File: src/rtl/pc_unit.sv
// pc_unit -- program-counter unit for the processor front end.
//
// Holds the current instruction address and selects the next one:
// sequential step, absolute jump, signed relative branch, call or return.
// Calls and returns go through a circular return-address stack (RAS).
// A one-cycle registered redirect pulse follows every taken
// non-sequential transfer so fetch/decode can flush.
//
// Ports:
//   clock         in   system clock, rising edge
//   clear         in   synchronous active-high reset (highest priority)
//   stall         in   hold all state; op ignored
//   op[2:0]       in   0 SEQ, 1 JUMP, 2 BRANCH, 3 CALL, 4 RET, 5-7 as SEQ
//   target        in   absolute destination for JUMP / CALL
//   offset        in   two's-complement displacement for BRANCH
//   ppc           out  current PC (registered)
//   redirect      out  high one cycle after an accepted JUMP/BRANCH/CALL/RET
//   ras_count     out  number of valid RAS entries (saturates at RAS_DEPTH)
//   ras_overflow  out  sticky: a CALL overwrote the oldest entry
//   ras_underflow out  sticky: a RET found the RAS empty
module pc_unit #(
    parameter int unsigned            WIDTH     = 8,
    parameter logic [WIDTH-1:0]       RESET_VEC = '0,
    parameter logic [WIDTH-1:0]       STEP      = WIDTH'(1),
    parameter int unsigned            OFF_W     = 8,
    parameter int unsigned            RAS_DEPTH = 4
) (
    input  logic                             clock,
    input  logic                             clear,
    input  logic                             stall,
    input  logic [2:0]                       op,
    input  logic [WIDTH-1:0]                 target,
    input  logic [OFF_W-1:0]                 offset,
    output logic [WIDTH-1:0]                 ppc,
    output logic                             redirect,
    output logic [$clog2(RAS_DEPTH+1)-1:0]   ras_count,
    output logic                             ras_overflow,
    output logic                             ras_underflow
);

    localparam int unsigned PTR_W = $clog2(RAS_DEPTH);
    localparam int unsigned CNT_W = $clog2(RAS_DEPTH + 1);
    localparam logic [PTR_W-1:0] PTR_MAX = PTR_W'(RAS_DEPTH - 1);
    localparam logic [CNT_W-1:0] CNT_MAX = CNT_W'(RAS_DEPTH);

    typedef enum logic [2:0] {
        OP_SEQ    = 3'd0,
        OP_JUMP   = 3'd1,
        OP_BRANCH = 3'd2,
        OP_CALL   = 3'd3,
        OP_RET    = 3'd4
    } op_e;

    logic [WIDTH-1:0] pc_q, pc_d;
    logic             redir_q, redir_d;
    logic [PTR_W-1:0] ptr_q, ptr_d;
    logic [CNT_W-1:0] cnt_q, cnt_d;
    logic             ovf_q, ovf_d;
    logic             unf_q, unf_d;
    logic [WIDTH-1:0] ras_q [RAS_DEPTH];

    logic             push;
    logic [WIDTH-1:0] seq_pc;
    logic [WIDTH-1:0] off_ext;
    logic [PTR_W-1:0] ptr_inc;
    logic [PTR_W-1:0] ptr_dec;
    op_e              op_dec;

    assign op_dec  = op_e'(op);
    assign seq_pc  = pc_q + STEP;
    assign off_ext = WIDTH'($signed(offset));

    // ptr_q is the next free slot; top of stack sits one below it.
    // When full, the next free slot is also the oldest entry, so a push
    // naturally overwrites it and the newest RAS_DEPTH entries stay LIFO.
    assign ptr_inc = (ptr_q == PTR_MAX) ? '0 : ptr_q + PTR_W'(1);
    assign ptr_dec = (ptr_q == '0) ? PTR_MAX : ptr_q - PTR_W'(1);

    always_comb begin
        pc_d    = pc_q;
        redir_d = 1'b0;
        ptr_d   = ptr_q;
        cnt_d   = cnt_q;
        ovf_d   = ovf_q;
        unf_d   = unf_q;
        push    = 1'b0;
        if (!stall) begin
            case (op_dec)
                OP_JUMP: begin
                    pc_d    = target;
                    redir_d = 1'b1;
                end
                OP_BRANCH: begin
                    pc_d    = pc_q + off_ext;
                    redir_d = 1'b1;
                end
                OP_CALL: begin
                    push    = 1'b1;
                    pc_d    = target;
                    redir_d = 1'b1;
                    ptr_d   = ptr_inc;
                    if (cnt_q == CNT_MAX) begin
                        ovf_d = 1'b1;
                    end else begin
                        cnt_d = cnt_q + CNT_W'(1);
                    end
                end
                OP_RET: begin
                    if (cnt_q != '0) begin
                        pc_d    = ras_q[ptr_dec];
                        redir_d = 1'b1;
                        ptr_d   = ptr_dec;
                        cnt_d   = cnt_q - CNT_W'(1);
                    end else begin
                        pc_d  = seq_pc;
                        unf_d = 1'b1;
                    end
                end
                default: begin
                    pc_d = seq_pc;
                end
            endcase
        end
    end

    always_ff @(posedge clock) begin
        if (clear) begin
            pc_q    <= RESET_VEC;
            redir_q <= 1'b0;
            ptr_q   <= '0;
            cnt_q   <= '0;
            ovf_q   <= 1'b0;
            unf_q   <= 1'b0;
        end else begin
            pc_q    <= pc_d;
            redir_q <= redir_d;
            ptr_q   <= ptr_d;
            cnt_q   <= cnt_d;
            ovf_q   <= ovf_d;
            unf_q   <= unf_d;
        end
    end

    // Entry contents need no reset; clear only suppresses the push.
    always_ff @(posedge clock) begin
        if (!clear && push) begin
            ras_q[ptr_q] <= seq_pc;
        end
    end

    assign ppc           = pc_q;
    assign redirect      = redir_q;
    assign ras_count     = cnt_q;
    assign ras_overflow  = ovf_q;
    assign ras_underflow = unf_q;

endmodule

File: config.mk
export PLATFORM = sky130hd
export DESIGN_NAME = pc_unit
export DESIGN_NICKNAME = d
export VERILOG_FILES = /design/src/rtl/pc_unit.sv
export SDC_FILE = /design/constraint.sdc
export NUM_CORES = 1
export LEC_CHECK = 0
export CORE_MARGIN = 5
export CORE_UTILIZATION = 47
export DETAILED_ROUTE_END_ITERATION = 6
export PLACE_DENSITY_LB_ADDON = 0.05
export SLEW_MARGIN = 20
export SYNTH_ARGS = -nofsm -noshare
export SYNTH_HDL_FRONTEND = slang
export SYNTH_SLANG_ARGS = --single-unit
File: constraint.sdc
create_clock -name clock -period 3.1 [get_ports clock]
set_input_delay 0.62 -clock clock [delete_from_list [all_inputs] [get_ports clock]]
set_output_delay 0.62 -clock clock [all_outputs]
set_load 0.02 [all_outputs]
=== Word-level counts from Yosys, hierarchy flattened ===
Memories as Yosys holds them, arrays and structs flattened.
Index checks and enable logic that the tools add are counted.

* Multiplexer cells: 15
* $add $sub $neg: 6
* Bitwise logic cells: 2
* Eq/ne operators: 8
* Reductions and logical operators: 12

{| class="wikitable"
|+ Operators by type and width
! cell !! number
|-
| case mux 8 bit (3 select lines) || 1
|-
| AND reduction 3 bit || 3
|-
| adder 8 x 1 -> 8 bit, second input constant || 1
|-
| adder 8 bit || 1
|-
| 2-to-1 mux 8 bit || 1
|-
| == test 3 x 2 -> 1 bit, second input constant || 2
|-
| == test 3 bit, second input constant || 2
|-
| 2-to-1 mux 2 bit || 3
|-
| 2-to-1 mux 3 bit || 2
|-
| case mux 3 bit (2 select lines) || 1
|-
| 2-to-1 mux 1 bit || 5
|-
| != test 2 bit, second input constant || 2
|-
| case mux 2 bit (2 select lines) || 1
|-
| AND reduction 4 bit || 1
|-
| OR reduction 2 bit || 2
|-
| adder 3 x 1 -> 3 bit, second input constant || 1
|-
| == test 3 x 1 -> 1 bit, second input constant || 1
|-
| nonzero test 3 bit || 1
|-
| OR reduction 3 bit || 1
|-
| subtractor 3 x 1 -> 3 bit, second input constant || 1
|-
| adder 2 x 1 -> 2 bit, second input constant || 1
|-
| == test 2 bit, second input constant || 1
|-
| zero test 2 bit || 1
|-
| inverter 1 bit || 2
|-
| other kinds (5) || 5
|}

* Memories: 1
* RAM bits: 32
* Flip-flop bits (word level): 16
* Input bits: 22
* Output and inout port bits: 14

{| class="wikitable"
|+ Memories
! name !! depth !! width !! rd ports !! clocked after Yosys merged registers in !! write ports !! RTL line !! RTL
|-
| ras_q || 4 || 8 || 1 || 0 || 1 || 60 || <nowiki>logic [WIDTH-1:0] ras_q [RAS_DEPTH];</nowiki>
|}

=== Logic depth before layout (Yosys ltp) ===
* Depth in word-level cells: 6
* Gate-level depth with buffers: 8
* Depth with buffers taken out: 7

=== Least setup slack after synthesis ===
Ideal clock, no wire load.

* Path type: register -> register
* Start point: register ptr_q[0]
* End point: register pc_q[5] (netlist: ppc[5])
* Arrival time: 2.163 ns
* Path slack: 0.815 ns
* Period minus slack after synthesis: 2.285 ns
* Cell stages (with the launch flop): 8
* Library setup time: 0.122 ns
* Required time: 2.978 ns
* Cells stage by stage: dfxtp_1 > buf_4 > inv_1 > ha_1 > clkbuf_1 > mux4_2 > a221o_1 > o311a_1

* Word-level cells in the longest chain between the ends: 5
* Elaborated cells between the ends (all ways): 6

{| class="wikitable"
|+ Ends and longest elaborated chain
! element !! RTL line !! RTL
|-
| start: declaration || 56 || <nowiki>logic [PTR_W-1:0] ptr_q, ptr_d;</nowiki>
|-
| start signal: assignment || 137 || <nowiki>ptr_q <= ptr_d;</nowiki>
|-
| subtractor 2 x 1 -> 2 bit or zero test 2 bit (tied branches) || 77 || <nowiki>assign ptr_dec = (ptr_q == '0) ? PTR_MAX : ptr_q - PTR_W'(1);</nowiki>
|-
| 2-to-1 mux 2 bit * || 77 ||
|-
| memory (4 x 8 bit) * || - ||
|-
| 2-to-1 mux 8 bit * || 109 || <nowiki>if (cnt_q != '0) begin</nowiki>
|-
| case mux 8 bit (3 select lines) * || 88 || <nowiki>case (op_dec)</nowiki>
|-
| end signal: assignment || 135 || <nowiki>pc_q <= pc_d;</nowiki>
|-
| end: declaration || 54 || <nowiki>logic [WIDTH-1:0] pc_q, pc_d;</nowiki>
|}

Every way passes the cells marked *; elsewhere a longest branch is shown, timed or not.
A chain may end at the register's enable or synchronous reset.

=== Worst setup path after layout ===
* Start point: input port op[0]
* End point: memory ras_q[2][3] (enable)

* Word-level cells in the longest chain between the ends: 6

{| class="wikitable"
|+ Ends and longest elaborated chain
! element !! RTL line !! RTL
|-
| start: declaration || 31 || <nowiki>input logic [2:0] op,</nowiki>
|-
| == test 3 x 2 -> 1 bit || 88 ||
|-
| 2-to-1 mux 1 bit || 88 ||
|-
| 2-to-1 mux 1 bit || 87 || <nowiki>if (!stall) begin</nowiki>
|-
| logical AND 1 bit || 146 || <nowiki>if (!clear && push) begin</nowiki>
|-
| 2-to-1 mux 1 bit || 146 ||
|-
| 2-to-1 mux 1 bit (implied by the code) || 147 || <nowiki>ras_q[ptr_q] <= seq_pc;</nowiki>
|-
| end: declaration || 60 ||
|}

Every way passes these cells.

==> flow_summary_export.csv <==
group,metric,value,unit
worst_setup_path,critPathKind,"input port to flop",
die,die_w,83.0,um
routing,drt_first_iter_violations,125,
synthesis,synth_seq_cells,48,
routing,drc,0,
cells_and_area,diodes,0,
synthesis,synth.cell_area,2500,um2
sta,rsz0062_at_grt,"false",
die,start_util,48.7,%
cells_and_area,fill_cells,439,
routing,avgRoutedWirePerCell,17.9,um
die,die_y,83.0,um
global_routing,antenna_found_initial,0,
routing,drtPass1Iterations,4,
worst_setup_path,critPathArrivalTime,2.40,ns
cells_and_area,syn_to_final_growth,24.6,%
sta,slew_headroom,64.8,%
synthesis,syn_inst,205,
sta,hold_viol_final,0,
synthesis,yosysWarningCount,0,
global_routing,grt_pass1_vias,1926,
sta,finalSetupViolations,0,
clock_network,post-cts-setup-buffers,0,
sta,min_period,2.44,ns
synthesis,yosys.area.top_type_share,38.4,%
sta,skew,0.0165,ns
sta,fmaxAchievable,409,MHz
sta,fin_crit_sh,78.8,%
clock_network,clk-insertion-delay-late,0.31,ns
placement,place_inst,311,
clock_network,clkSinkCount,48,
pwr,p_int,1210,uW
pwr,pwr-share-clk,39.5,%
pwr,power.total,1560,uW
cells_and_area,final_layout_size_suffix_gt1_share,12.0,%
outcome,status,"completed",
worst_setup_path,path_cells,"clkdlybuf4s50_1 -> nand3b_1 -> nor3_1 -> and2_1",
clock_network,cts_buffer_depth,2,
die,rows,26,
synthesis,synth_area_leaders,"edfxtp_1 (38%), dfxtp_1 (13%), mux4_2 (7.2%), ha_1 (6.0%), a21oi_1 (3.4%)",
synthesis,synth_area_leader_cell,"edfxtp_1",
sta,finalSetupTns,0,ns
global_routing,track_usage,17.2,%
cells_and_area,fin_nets,284,
global_routing,grt_max_degree,16,
die,die_area,6880,um2
routing,drt-vias-per-instance,5.60,
clock_network,htree_levels,2,
synthesis,ys_seq_area_share,51.2,%
worst_setup_path,critPathSlowestCell,"clkdlybuf4s50_1",
pwr,switchingPower,348,uW
worst_setup_path,worstPathRequired,3.06,ns
worst_setup_path,slowest_delay,0.61,ns
global_routing,overflow,0,
pwr,power.leakage,0.00111,uW
clock_network,post_cts_resized,0,
clock_network,ctsHoldBuffers,0,
routing,drt_wl_total,5720,um
pwr,power_frac_comb,14.4,%
worst_setup_path,crit_path_start_kind,"input port",
routing,dr_total_vias,1786,
cells_and_area,final_cell_count_no_fill,319,
placement,gp_congestion,0.837,
worst_setup_path,cp_max_fo,8,
placement,portBuffers,35,
synthesis,syn_nets,241,
global_routing,grt_pass1_wl,9540,um
clock_network,clkTransAtPathRegs,0.09,ns
die,pin_count,36,
sta,worst_pin_slew,0.524,ns
clock_network,cts-root-buf,"clkbuf_8",
die,core,5140,um2
worst_setup_path,worstSetupEndpointType,"flop",
cells_and_area,multi_input_area,1150,um2
pwr,switching_share,22.4,%
job,drv_cap,0,
clock_network,cts_made_buffers,5,
min_path,min_path_type,"flop to flop",
routing,final_antenna_net_count,0,
synthesis,synth.avg_cell_area,12.2,um2
pwr,pwr-share-seq,46.1,%
clock_network,cts_tree,"done",
synthesis,synth_cell_types,43,
sta,maxSlewViolCount,0,
placement,dp_hpwl,4420,um
pwr,ir_drop,0.000322,V
pwr,powerDensity,499,nW/um2
cells_and_area,seq_area,1280,um2
==> power groups by stage <==
stage / Sequential, uW / Clock [uW] / Combinational, uW
3_5_place_dp: 732 / 0 / 223
5_1_grt: 719 / 656 / 245
4_1_cts: 717 / 625 / 225
2_1_floorplan: 739 / 0 / 121
6_report: 718 / 616 / 224
3_3_place_gp: 732 / 0 / 217
==> metrics by stage <==
stage	cell area (um2)	setup WS, ns	hold WS, ns	utilization [%]
5_1_grt	3120	0.487	0.510	60.7
4_1_cts	3120	0.657	0.481	60.7
3_3_place_gp	2960	0.400	0.457	57.6
6_report	3120	0.656	0.478	60.7
3_5_place_dp	2960	0.359	0.455	57.6
2_1_floorplan	2500	0.815	0.510	-
==> worst max-delay path: cells and delay by family <==
family / cells / cell delay, ns
buf+inv: 1 / 0.61
simple gates: 3 / 1.17
==> cell type report <==
class | instances | share of cell area [%]
Clock buffer | 5 | 2.21
Clock inverter | 3 | 2.89
Inverter | 12 | 1.61
Multi-Input combinational cell | 141 | 37.0
Sequential cell | 48 | 41.1
Tap cell | 70 | 2.81
Timing Repair Buffer | 40 | 12.4
==> cells in the final DEF (no fill, tap or decap), types with 4 or more instances in the layout <==
cell and count:
a211oi_1 4, a21oi_1 17, a221oi_1 7, a31oi_1 4
and2_1 7, buf_4 5, clkbuf_8 5, clkdlybuf4s50_1 35
dfxtp_1 16, edfxtp_1 32, ha_1 12, inv_1 11
mux4_2 8, nand2_1 13, nor2_1 10, nor3_1 4
o21ai_0 8, xnor2_1 5, xor2_1 7
==> sequential cells by signal, summed over array words and instances, names as in the netlist <==
signal,count
redirect,1
ras_q,32
ras_underflow,1
ras_count,3
ppc,8
ras_overflow,1
ptr_q,2
==> cell families after synthesis <==
kind of cell               after synthesis  share of synthesized area (%)
AOI/OAI and AO/OA                       53                           15.2
xor gates and xnor gates                12                           4.20
adders and majority gates               14                           7.60
buffers and inverters                   16                           2.75
DFF                                     48                           51.2
muxes                                    9                           7.80
and+or+nand+nor                         53                           11.3
==> synthesized netlist by cell type, drive strengths merged <==
cell,number
dfxtp,16
xnor2,5
a21o,1
nor2b,1
fa,2
nand2,13
or3,1
nand3,3
nor3,4
and3,1
xor2,7
ha,12
nor2,13
edfxtp,32
a221oi,8
a22oi,2
nand2b,3
nand4,2
a221o,1
buf,1
nand3b,3
mux4,8
a2bb2oi,1
and2,8
a31o,1
a21oi,17
o21bai,1
a32o,2
o221a,1
a211oi,5
mux2,1
clkbuf,3
inv,12
o21ai,8
a31oi,4
nor3b,1
o311a,1
==> path summary, 6_finish.rpt <==
check | from | endpoint | slack [ns] | cells past startpoint
worst max-delay path | op[0] | ras_q[2][3]$_DFFE_PP_ | 0.66 | 4
worst min register to register | ras_underflow$_SDFFE_PP0P_ | ras_underflow$_SDFFE_PP0P_ | 0.48 | 2
worst min-delay path | ras_underflow$_SDFFE_PP0P_ | ras_underflow$_SDFFE_PP0P_ | 0.48 | 2
worst max register to register | ppc[0]$_SDFFE_PP0N_ | ppc[6]$_SDFFE_PP0N_ | 1.05 | 7
==> per-layer routing <==
layer  GRT usage, %  share of wire, %  vias up
met4           5.79               1.4        0
met5              0                 0        -
met2           28.4                47       37
met3           4.75               4.0        9
li1               -                 -      868
met1           21.8                47      872
Note: power is estimated with default switching activity, not from simulation.
